$ cat config.mk
export PLATFORM = sky130hd
export DESIGN_NAME = wb_burst_master
export DESIGN_NICKNAME = d
export VERILOG_FILES = /design/src/rtl/wb_burst_master_pkg.sv /design/src/rtl/wb_burst_wr_hold.sv /design/src/rtl/wb_burst_master.sv
export SDC_FILE = /design/constraint.sdc
export NUM_CORES = 1
export LEC_CHECK = 0
export ABC_AREA = 1
export CELL_PAD_IN_SITES_DETAIL_PLACEMENT = 1
export CELL_PAD_IN_SITES_GLOBAL_PLACEMENT = 1
export CORE_MARGIN = 3
export CORE_UTILIZATION = 34
export DETAILED_ROUTE_END_ITERATION = 12
export PLACE_DENSITY_LB_ADDON = 0.05
export SKIP_LAST_GASP = 1
export SYNTH_ARGS = -nofsm -noshare
export SYNTH_HDL_FRONTEND = slang
export SYNTH_SLANG_ARGS = --single-unit
$ cat constraint.sdc
create_clock -name clk -period 3.6 [get_ports clk]
set_input_delay 0.72 -clock clk [delete_from_list [all_inputs] [get_ports clk]]
set_output_delay 0.72 -clock clk [all_outputs]
set_load 0.01 [all_outputs]
$ cat src/rtl/wb_burst_master_pkg.sv
// Shared constants and state encoding for the Wishbone burst master.
package wb_burst_master_pkg;

  // Wishbone cycle-type identifiers
  localparam logic [2:0] CTI_CLASSIC = 3'b000;
  localparam logic [2:0] CTI_INCR    = 3'b010;
  localparam logic [2:0] CTI_EOB     = 3'b111;

  typedef enum logic [1:0] {
    StIdle = 2'd0,
    StWr   = 2'd1,
    StRd   = 2'd2,
    StFin  = 2'd3
  } state_e;

endpackage

$ cat src/rtl/wb_burst_wr_hold.sv
// One-word write holding register between the write stream and the WB bus.
module wb_burst_wr_hold #(
  parameter int unsigned DW = 32
) (
  input  logic            i_clk,
  input  logic            i_rst_n,
  input  logic            i_clr,    // discard any held word
  input  logic            i_more,   // more words still to be fetched for this command
  input  logic            i_ack,    // qualified WB ack of the held word
  input  logic [DW-1:0]   i_dat,
  input  logic [DW/8-1:0] i_sel,
  input  logic            i_valid,
  output logic            o_ready,
  output logic            o_valid,
  output logic [DW-1:0]   o_dat,
  output logic [DW/8-1:0] o_sel
);

  logic            r_valid;
  logic [DW-1:0]   r_dat;
  logic [DW/8-1:0] r_sel;
  logic            w_load;

  // Accept a new word when empty or when the held word is leaving this cycle.
  always_comb begin
    o_ready = i_more && (!r_valid || i_ack);
    w_load  = i_valid && o_ready;
  end

  // Holding register: a load wins over the ack that frees the slot in the same cycle.
  always_ff @(posedge i_clk or negedge i_rst_n) begin
    if (!i_rst_n) begin
      r_valid <= 1'b0;
      r_dat   <= '0;
      r_sel   <= '0;
    end else if (i_clr) begin
      r_valid <= 1'b0;
    end else if (w_load) begin
      r_valid <= 1'b1;
      r_dat   <= i_dat;
      r_sel   <= i_sel;
    end else if (i_ack) begin
      r_valid <= 1'b0;
    end
  end

  assign o_valid = r_valid;
  assign o_dat   = r_dat;
  assign o_sel   = r_sel;

endmodule

$ cat src/rtl/wb_burst_master.sv
// Wishbone burst initiator: one command becomes one incrementing-burst WB cycle.
module wb_burst_master
  import wb_burst_master_pkg::*;
#(
  parameter int unsigned dw     = 32,
  parameter int unsigned aw     = 25,
  parameter int unsigned bl     = 9,
  parameter int unsigned TO_CYC = 1023
) (
  input  logic            clk,
  input  logic            reset_n,
  input  logic            cmd_req,
  output logic            cmd_ack,
  input  logic [aw-1:0]   cmd_addr,
  input  logic [bl-1:0]   cmd_len,
  input  logic            cmd_wr,
  input  logic [dw-1:0]   wdat,
  input  logic [dw/8-1:0] wdat_sel,
  input  logic            wdat_valid,
  output logic            wdat_ready,
  output logic [dw-1:0]   rdat,
  output logic            rdat_valid,
  output logic            rdat_last,
  output logic            done,
  output logic            done_err,
  output logic            wb_cyc_o,
  output logic            wb_stb_o,
  output logic            wb_we_o,
  output logic [aw-1:0]   wb_addr_o,
  output logic [dw-1:0]   wb_dat_o,
  output logic [dw/8-1:0] wb_sel_o,
  output logic [2:0]      wb_cti_o,
  input  logic [dw-1:0]   wb_dat_i,
  input  logic            wb_ack_i
);

  // Watchdog only needs to count up to TO_CYC-1; the abort fires on the step to TO_CYC.
  localparam int unsigned WdW = (TO_CYC > 1) ? $clog2(TO_CYC) : 1;

  state_e            r_state, w_state_d;
  logic [aw-1:0]     r_addr;
  logic [bl-1:0]     r_len;
  logic [bl-1:0]     r_acked;
  logic [bl-1:0]     r_fetched;
  logic              r_err;
  logic [WdW-1:0]    r_wd;
  logic [dw-1:0]     r_rdat;
  logic              r_rdat_valid;
  logic              r_rdat_last;

  logic              w_stb;
  logic              w_ack;
  logic              w_last;
  logic              w_timeout;
  logic              w_accept;
  logic              w_more;
  logic              w_hold_clr;
  logic              w_hold_valid;
  logic [dw-1:0]     w_hold_dat;
  logic [dw/8-1:0]   w_hold_sel;

  // Bus qualifiers shared by the FSM, counters and the holding register.
  always_comb begin
    w_stb      = ((r_state == StWr) && w_hold_valid) || (r_state == StRd);
    w_ack      = wb_ack_i && w_stb;
    w_last     = (r_acked == (r_len - 1'b1));
    w_timeout  = (TO_CYC != 0) && w_stb && !wb_ack_i && (r_wd == WdW'(TO_CYC - 1));
    w_accept   = (r_state == StIdle) && cmd_req;
    w_more     = (r_state == StWr) && (r_fetched < r_len);
    w_hold_clr = (r_state != StWr) || w_timeout;
  end

  wb_burst_wr_hold #(
    .DW (dw)
  ) u_wr_hold (
    .i_clk   (clk),
    .i_rst_n (reset_n),
    .i_clr   (w_hold_clr),
    .i_more  (w_more),
    .i_ack   (w_ack),
    .i_dat   (wdat),
    .i_sel   (wdat_sel),
    .i_valid (wdat_valid),
    .o_ready (wdat_ready),
    .o_valid (w_hold_valid),
    .o_dat   (w_hold_dat),
    .o_sel   (w_hold_sel)
  );

  // FSM state register.
  always_ff @(posedge clk or negedge reset_n) begin
    if (!reset_n) begin
      r_state <= StIdle;
    end else begin
      r_state <= w_state_d;
    end
  end

  // FSM next state and control outputs.
  always_comb begin
    w_state_d = r_state;
    cmd_ack   = 1'b0;
    done      = 1'b0;
    done_err  = 1'b0;
    wb_cyc_o  = 1'b0;
    wb_stb_o  = 1'b0;
    wb_we_o   = 1'b0;
    wb_cti_o  = CTI_CLASSIC;
    unique case (r_state)
      StIdle: begin
        cmd_ack = cmd_req;
        if (cmd_req) begin
          if (cmd_len == '0) begin
            w_state_d = StFin;
          end else begin
            w_state_d = cmd_wr ? StWr : StRd;
          end
        end
      end
      StWr, StRd: begin
        wb_cyc_o = 1'b1;
        wb_stb_o = w_stb;
        wb_we_o  = (r_state == StWr);
        wb_cti_o = w_last ? CTI_EOB : CTI_INCR;
        if (w_timeout || (w_ack && w_last)) begin
          w_state_d = StFin;
        end
      end
      StFin: begin
        done      = 1'b1;
        done_err  = r_err;
        w_state_d = StIdle;
      end
      default: w_state_d = StIdle;
    endcase
  end

  // Command latch plus beat/fetch counters; everything restarts on command accept.
  always_ff @(posedge clk or negedge reset_n) begin
    if (!reset_n) begin
      r_addr    <= '0;
      r_len     <= '0;
      r_acked   <= '0;
      r_fetched <= '0;
      r_err     <= 1'b0;
    end else if (w_accept) begin
      r_addr    <= cmd_addr;
      r_len     <= cmd_len;
      r_acked   <= '0;
      r_fetched <= '0;
      r_err     <= 1'b0;
    end else begin
      if (w_ack) begin
        r_acked <= r_acked + 1'b1;
      end
      if (wdat_valid && wdat_ready) begin
        r_fetched <= r_fetched + 1'b1;
      end
      if (w_timeout) begin
        r_err <= 1'b1;
      end
    end
  end

  // Watchdog: counts consecutive strobe cycles without an ack.
  always_ff @(posedge clk or negedge reset_n) begin
    if (!reset_n) begin
      r_wd <= '0;
    end else if (w_stb && !wb_ack_i && !w_timeout) begin
      r_wd <= r_wd + 1'b1;
    end else begin
      r_wd <= '0;
    end
  end

  // Read return: register each acked read beat into a one-cycle pulse.
  always_ff @(posedge clk or negedge reset_n) begin
    if (!reset_n) begin
      r_rdat       <= '0;
      r_rdat_valid <= 1'b0;
      r_rdat_last  <= 1'b0;
    end else if ((r_state == StRd) && w_ack) begin
      r_rdat       <= wb_dat_i;
      r_rdat_valid <= 1'b1;
      r_rdat_last  <= w_last;
    end else begin
      r_rdat_valid <= 1'b0;
      r_rdat_last  <= 1'b0;
    end
  end

  // Datapath outputs; address wraps modulo 2^aw.
  always_comb begin
    wb_addr_o = '0;
    wb_dat_o  = '0;
    wb_sel_o  = '0;
    if (r_state == StWr) begin
      wb_addr_o = r_addr + aw'(r_acked);
      wb_dat_o  = w_hold_dat;
      wb_sel_o  = w_hold_sel;
    end else if (r_state == StRd) begin
      wb_addr_o = r_addr + aw'(r_acked);
      wb_sel_o  = {(dw/8){1'b1}};
    end
  end

  assign rdat       = r_rdat;
  assign rdat_valid = r_rdat_valid;
  assign rdat_last  = r_rdat_last;

endmodule

Word level (Yosys, flattened, before mapping):

Cells that the tools add are included.

* input port bits: 108
* word-level logic and storage cells: 85
* register bits: 136

* equality and inequality tests: 8
* reductions and logical operators: 27
* magnitude comparators: 1
* add/subtract/negate cells: 5
* bitwise operators: 1
* multiplexer cells: 30

Operators by type and width (number)
* $mux W25: 2
* $mux W9: 4
* $mux W32: 1
* $add A25 B9 Y25: 1
* $add A9 B1 Y9 const B: 2
* $mux W1: 13
* $logic_and A1 B1 Y1: 11
* $add A10 B1 Y10 const B: 1
* $eq A10 B10 Y1 const B: 1
* $mux W10: 1
* $eq A9 B9 Y1: 1
* $logic_not A9 Y1: 1
* $lt A9 B9 Y1: 1
* $sub A9 B1 Y9 const B: 1
* $mux W2: 4
* $mux W4: 2
* $mux W3: 2
* $pmux W2 S3: 1
* $reduce_bool A2 Y1: 3
* $eq A2 B2 Y1 const B: 2
* $logic_or A1 B1 Y1: 4
* $ne A2 B2 Y1 const B: 2
* $reduce_and A2 Y1: 2
* $logic_not A1 Y1: 3
* other kinds (6): 6

Logic depth before layout (Yosys ltp):

* depth after elaboration: 9
* mapped depth: 15
* gate-level depth less buffers: 15

By module:

Synthesis repeated with hierarchy kept, for this count alone.

* cells, all modules: 1006
* area, all modules: 7494.7 um^2

By module, submodules not included
* wb_burst_master: sequential area each 2477.4 um^2, area each 5913.2 um^2, times used 1, cells an instance 840
* wb_burst_wr_hold: sequential area each 925.9 um^2, area each 1581.5 um^2, times used 1, cells an instance 166

Least setup slack after synthesis:

Ideal clock, no wire load.

* path type: reg-to-output
* start point: reg r_acked[0]
* end point: out wb_addr_o[14]
* buffers on the path: 0
* setup slack: 757 ps
* data required time: 2880 ps
* data arrival time: 2123 ps
* cell stages (with the launch flop): 13
* path through: dfrtp_1 -> ha_1 -> inv_1 -> fa_1 -> inv_1 -> nand3_1 -> nand2_1 -> nand2_1 -> nand2_1 -> inv_1 -> o21ai_0 -> a21oi_1 -> nor3_1

* word-level cells in the longest chain between the ends: 3

Ends and longest elaborated chain
* from (decl): line wb_burst_master.sv:43 `logic [bl-1:0] r_acked;`
* from (signal assigned): line wb_burst_master.sv:154 `r_acked <= r_acked + 1'b1;`
* $add A25 B9 Y25 *: line wb_burst_master.sv:198, wb_burst_master.sv:202
* $mux W25: line wb_burst_master.sv:201 `end else if (r_state == StRd) begin`
* $mux W25 *: line wb_burst_master.sv:197 `if (r_state == StWr) begin`
* to (decl): line wb_burst_master.sv:29 `output logic [aw-1:0] wb_addr_o,`

Every way passes the cells marked *; elsewhere a longest branch is shown, timed or not.

Final worst setup path:

* start point: reg r_acked[2]
* end point: out wb_addr_o[19]

The elaborated chain is that of the path after synthesis.

==> reports/summary.log <==
INFO  sta            tightest_slew=0.588ns
INFO  placed_design  place.port_buffers=212
INFO  global_route   grt_antenna_before_repair=0
INFO  critical_path  setup.worst_path.class=reg -> out
INFO  final_layout   area.sequential=3410um2
INFO  cts            cts.sinks=136
INFO  die            placement_rows=53
INFO  critical_path  crit_fanout=5
INFO  sta            normalized_max_slew_margin=0.608
INFO  routing        vias_after_detailed_routing=7102
INFO  sta            fin_worst_hold_slack=0.271ns
INFO  sta            post-route-period-util=1.01
INFO  synthesis      synthesized_area_fraction_occupied_by_xor_and_xnor_cells=0.0166
INFO  global_route   grt-ovfl-total=0
INFO  final_layout   final_design_area_no_fill=10600um2
INFO  die            dieWidth=153um
INFO  cts            path_clk_slew=0.06ns
INFO  critical_path  cp_data_required_time=2.88ns
INFO  final_layout   area_delta_synth_final=43.4%
INFO  cts            insertion_delay=0.43ns
INFO  routing        drtPass1Iterations=4
INFO  critical_path  timing.critical_path.slowest_cell_delay=0.55ns
INFO  synthesis      synth.area.mux_share=0
INFO  routing        wl_per_cell=15.9um
INFO  synthesis      main_combinational_cell_family_by_area_after_synthesis=simple AND/OR/NAND/NOR gates
INFO  synthesis      synth_area_leader=sky130_fd_sc_hd__dfrtp_1
INFO  critical_path  timing.critical_path.from_type=register
INFO  die            core=21200um2
INFO  sta            report.final.hold_viol_count=0
INFO  sta            timing_max_transition_violations_final=0
INFO  global_route   grt_pass1_wl=38500um
INFO  global_route   first_global_vias=7372
INFO  cts            postCtsHoldBufs=0
INFO  synthesis      post-synth-top-count-cell=sky130_fd_sc_hd__nand2_1
INFO  placed_design  gp_congestion=0.794
INFO  flow_run       drv.max_cap_violation_count=0
INFO  synthesis      synth_cell_types=37
INFO  cts            htreeDepth=4
INFO  sta            final.min_clock_period=3.62ns
INFO  placed_design  post-place-ws=0.0901ns
INFO  final_layout   n_fill_cell=2603
INFO  power          power.static_leakage=5.35nW
INFO  sta            finalWorstSetupSlack=-0.0187ns
INFO  sta            report.final.setup_viol=1
INFO  synthesis      synth_compound_area_frac=0.0920
INFO  critical_path  cp-end-kind=primary output
INFO  synthesis      syn_area_per_cell=7.41um2
INFO  cts            cts_buffers=17
INFO  die            die-height=153um
INFO  run_status     violations=setup timing
INFO  synthesis      synth.top_cells.by_area=sky130_fd_sc_hd__dfrtp_1 46%, sky130_fd_sc_hd__nand2_1 18%, sky130_fd_sc_hd__inv_1 6.8%, sky130_fd_sc_hd__ha_1 4.4%, sky130_fd_sc_hd__nor2_1 4.0%
INFO  global_route   grt_max_degree=74
INFO  synthesis      synth-adder-area-share=0.0468
INFO  final_layout   layout-drive-gt1-share=0.0690
INFO  synthesis      synth_fp_nets=1132
INFO  sta            fin_skew=0.0134ns
INFO  placed_design  placedInstanceArea=9790um2
INFO  sta            achievable-frequency=276MHz
INFO  global_route   gr-usage-all-layers=0.204
INFO  min_path       hold_path_class=in -> async
INFO  sta            rsz0062_at_grt=true
INFO  synthesis      synthCells=997
INFO  routing        drt_wl_total=24000um
INFO  synthesis      post_synthesis_simple_gate_area_fraction=0.290
INFO  final_layout   multi_input_area=3410um2
INFO  routing        postRouteAntennaNets=0
INFO  routing        route.detailed.vias_per_inst=4.71
INFO  critical_path  crit_path_cell_trace=ha_4 -> a21oi_1 -> o21ai_4 -> nand3_1 -> o211ai_1 -> buf_4 -> buf_4 -> nand3_1 -> o21ai_0 -> a21oi_1 -> clkdlybuf4s50_1
INFO  cts            clock_path_buffers=2
INFO  synthesis      postSynth.asyncResetShare=1.00
INFO  die            pin_count=213
INFO  die            die_outline_area=23500um2
INFO  routing        drc=0
INFO  placed_design  hpwl=17500um
INFO  synthesis      dominantRegCellSynth=sky130_fd_sc_hd__dfrtp_1
INFO  final_layout   num_antenna_cells=0
INFO  synthesis      synth.yosys.seq_area_share=0.461
INFO  final_layout   finalCoreUtilization=0.500
INFO  synthesis      synth_common_cells=360 x sky130_fd_sc_hd__nand2_1, 136 x sky130_fd_sc_hd__dfrtp_1, 134 x sky130_fd_sc_hd__inv_1, 78 x sky130_fd_sc_hd__nor2_1, 46 x sky130_fd_sc_hd__nand3_1
INFO  critical_path  critical-path-slowest-cell=sky130_fd_sc_hd__clkdlybuf4s50_1
INFO  run_status     outcome=finished with violations
INFO  synthesis      ys_seq_elements=136
INFO  cts            cts_tree=done
INFO  placed_design  place_inst=1466
INFO  synthesis      yosysTopAreaCellShare=0.461
INFO  final_layout   stdcell_count=1507
INFO  cts            clock_root_buffer=sky130_fd_sc_hd__clkbuf_16
INFO  routing        initialDrtViolationCount=245
INFO  synthesis      synth_area=7380um2
INFO  power          power.density=757nW/um2
INFO  power          peakVddDrop=0.000394V
INFO  critical_path  cp_data_arrival_time=2.90ns
INFO  die            initial_core_util=0.349
INFO  synthesis      synth_edf_count=0
INFO  final_layout   final_net_count=1355
INFO  synthesis      synth.yosys.warnings=0
==> placed cells by master (no fill, tap or decap), types with 3 or more instances in the layout <==
cell                              count
sky130_fd_sc_hd__dfrtp_1            133
sky130_fd_sc_hd__nor2_2               4
sky130_fd_sc_hd__clkdlybuf4s50_1    201
sky130_fd_sc_hd__nand4_1             14
sky130_fd_sc_hd__buf_4               20
sky130_fd_sc_hd__inv_1              133
sky130_fd_sc_hd__nor3_2               3
sky130_fd_sc_hd__nor2_4               3
sky130_fd_sc_hd__xor2_1               7
sky130_fd_sc_hd__nor2_1              74
sky130_fd_sc_hd__nand2_1            358
sky130_fd_sc_hd__ha_1                20
sky130_fd_sc_hd__clkbuf_16           17
sky130_fd_sc_hd__a31oi_1              4
sky130_fd_sc_hd__dlygate4sd2_1        7
sky130_fd_sc_hd__xnor2_1              7
sky130_fd_sc_hd__nand3_1             46
sky130_fd_sc_hd__o21ai_1             38
sky130_fd_sc_hd__inv_6                7
sky130_fd_sc_hd__clkinv_4             3
sky130_fd_sc_hd__dfrtp_2              3
sky130_fd_sc_hd__ha_4                 6
sky130_fd_sc_hd__o21ai_0             40
sky130_fd_sc_hd__a21oi_1             37
sky130_fd_sc_hd__dlymetal6s2s_1       3
sky130_fd_sc_hd__nor3_1              11
==> power by group <==
| group | switching [mW] | leakage, nW | total, mW | internal [mW] |
|---|---|---|---|---|
| logic | 2.03 | 3.32 | 3.67 | 1.65 |
| registers | 0.450 | 1.74 | 2.57 | 2.12 |
| clock network | 0.742 | 0.282 | 1.78 | 1.03 |
| total | 3.22 | 5.35 | 8.02 | 4.80 |
==> state kept, by name, summed over array words and instances (netlist names), 2 cells and up <==
| signal | flops |
|---|---|
| rdat | 32 |
| u_wr_hold.o_dat | 32 |
| r_addr | 25 |
| r_wd | 10 |
| r_acked | 9 |
| r_fetched | 9 |
| r_len | 9 |
| u_wr_hold.o_sel | 4 |
| r_state | 2 |
==> metal layers <==
layer / GRT usage / up-vias / share of wire
li1: - / 3566 / -
met1: 0.251 / 3359 / 0.43
met2: 0.328 / 159 / 0.47
met3: 0.0954 / 18 / 0.090
met4: 0.0488 / 0 / 0.013
met5: 0 / - / 0
==> kinds of logic (layout without fill, tap and decap cells) <==
logic type,after synthesis,in the layout
and+or+nand+nor,524,524
buffers and inverters,167,402
DFF,136,136
AOI/OAI and AO/OA,129,129
adders and majority gates,27,27
xor gates and xnor gates,14,14
==> per-stage QoR <==
step	setup TNS (ns)	power (mW)
6_report	-0.0187	8.02
5_1_grt	-0.505	8.70
4_1_cts	-0.523	8.05
3_5_place_dp	0	6.19
3_3_place_gp	0	6.11
2_1_floorplan	0	4.42
==> critical path, delay by kind of cell, from the launching register on <==
kind / cells / cell delay, ns
AO/OA/AOI/OAI: 5 / 0.74
adder cells (fa/ha/maj): 1 / 0.24
buffers and inverters: 3 / 0.85
flip-flops: 1 / 0.45
AND/OR/NAND/NOR: 2 / 0.20
==> layout make-up <==
type | instances | area share
Clock buffer | 17 | 0.0402
Sequential cell | 136 | 0.322
Inverter | 136 | 0.0483
Clock inverter | 14 | 0.0154
Timing Repair Buffer | 235 | 0.219
Tap cell | 275 | 0.0325
Multi-Input combinational cell | 694 | 0.322
==> worst paths after layout <==
check / end / cells past startpoint / slack [ns] / start
setup / recovery: wb_addr_o[19] / 11 / -0.02 / r_acked[2]
hold / removal: r_addr[7] / 1 / 0.27 / reset_n
setup reg to reg: u_wr_hold.o_dat[22] / 10 / 1.11 / r_state[1]
hold reg to reg: rdat[9] / 2 / 0.48 / rdat[9]
max in group asynchronous: r_err / 2 / 2.58 / reset_n
min in group clk: rdat[9] / 2 / 0.48 / rdat[9]
==> repair_timing <==
| action | CTS | global route |
|---|---|---|
| resized for setup | 19 | 21 |
| pin swaps | 3 | 3 |
| hold endpoints to repair | 0 | 0 |
| cloned | 0 | 0 |
| endpoints found under the setup margin | 25 | 25 |
| buffers inserted | 4 | 6 |
No activity file was read; power rests on OpenSTA's default activity.
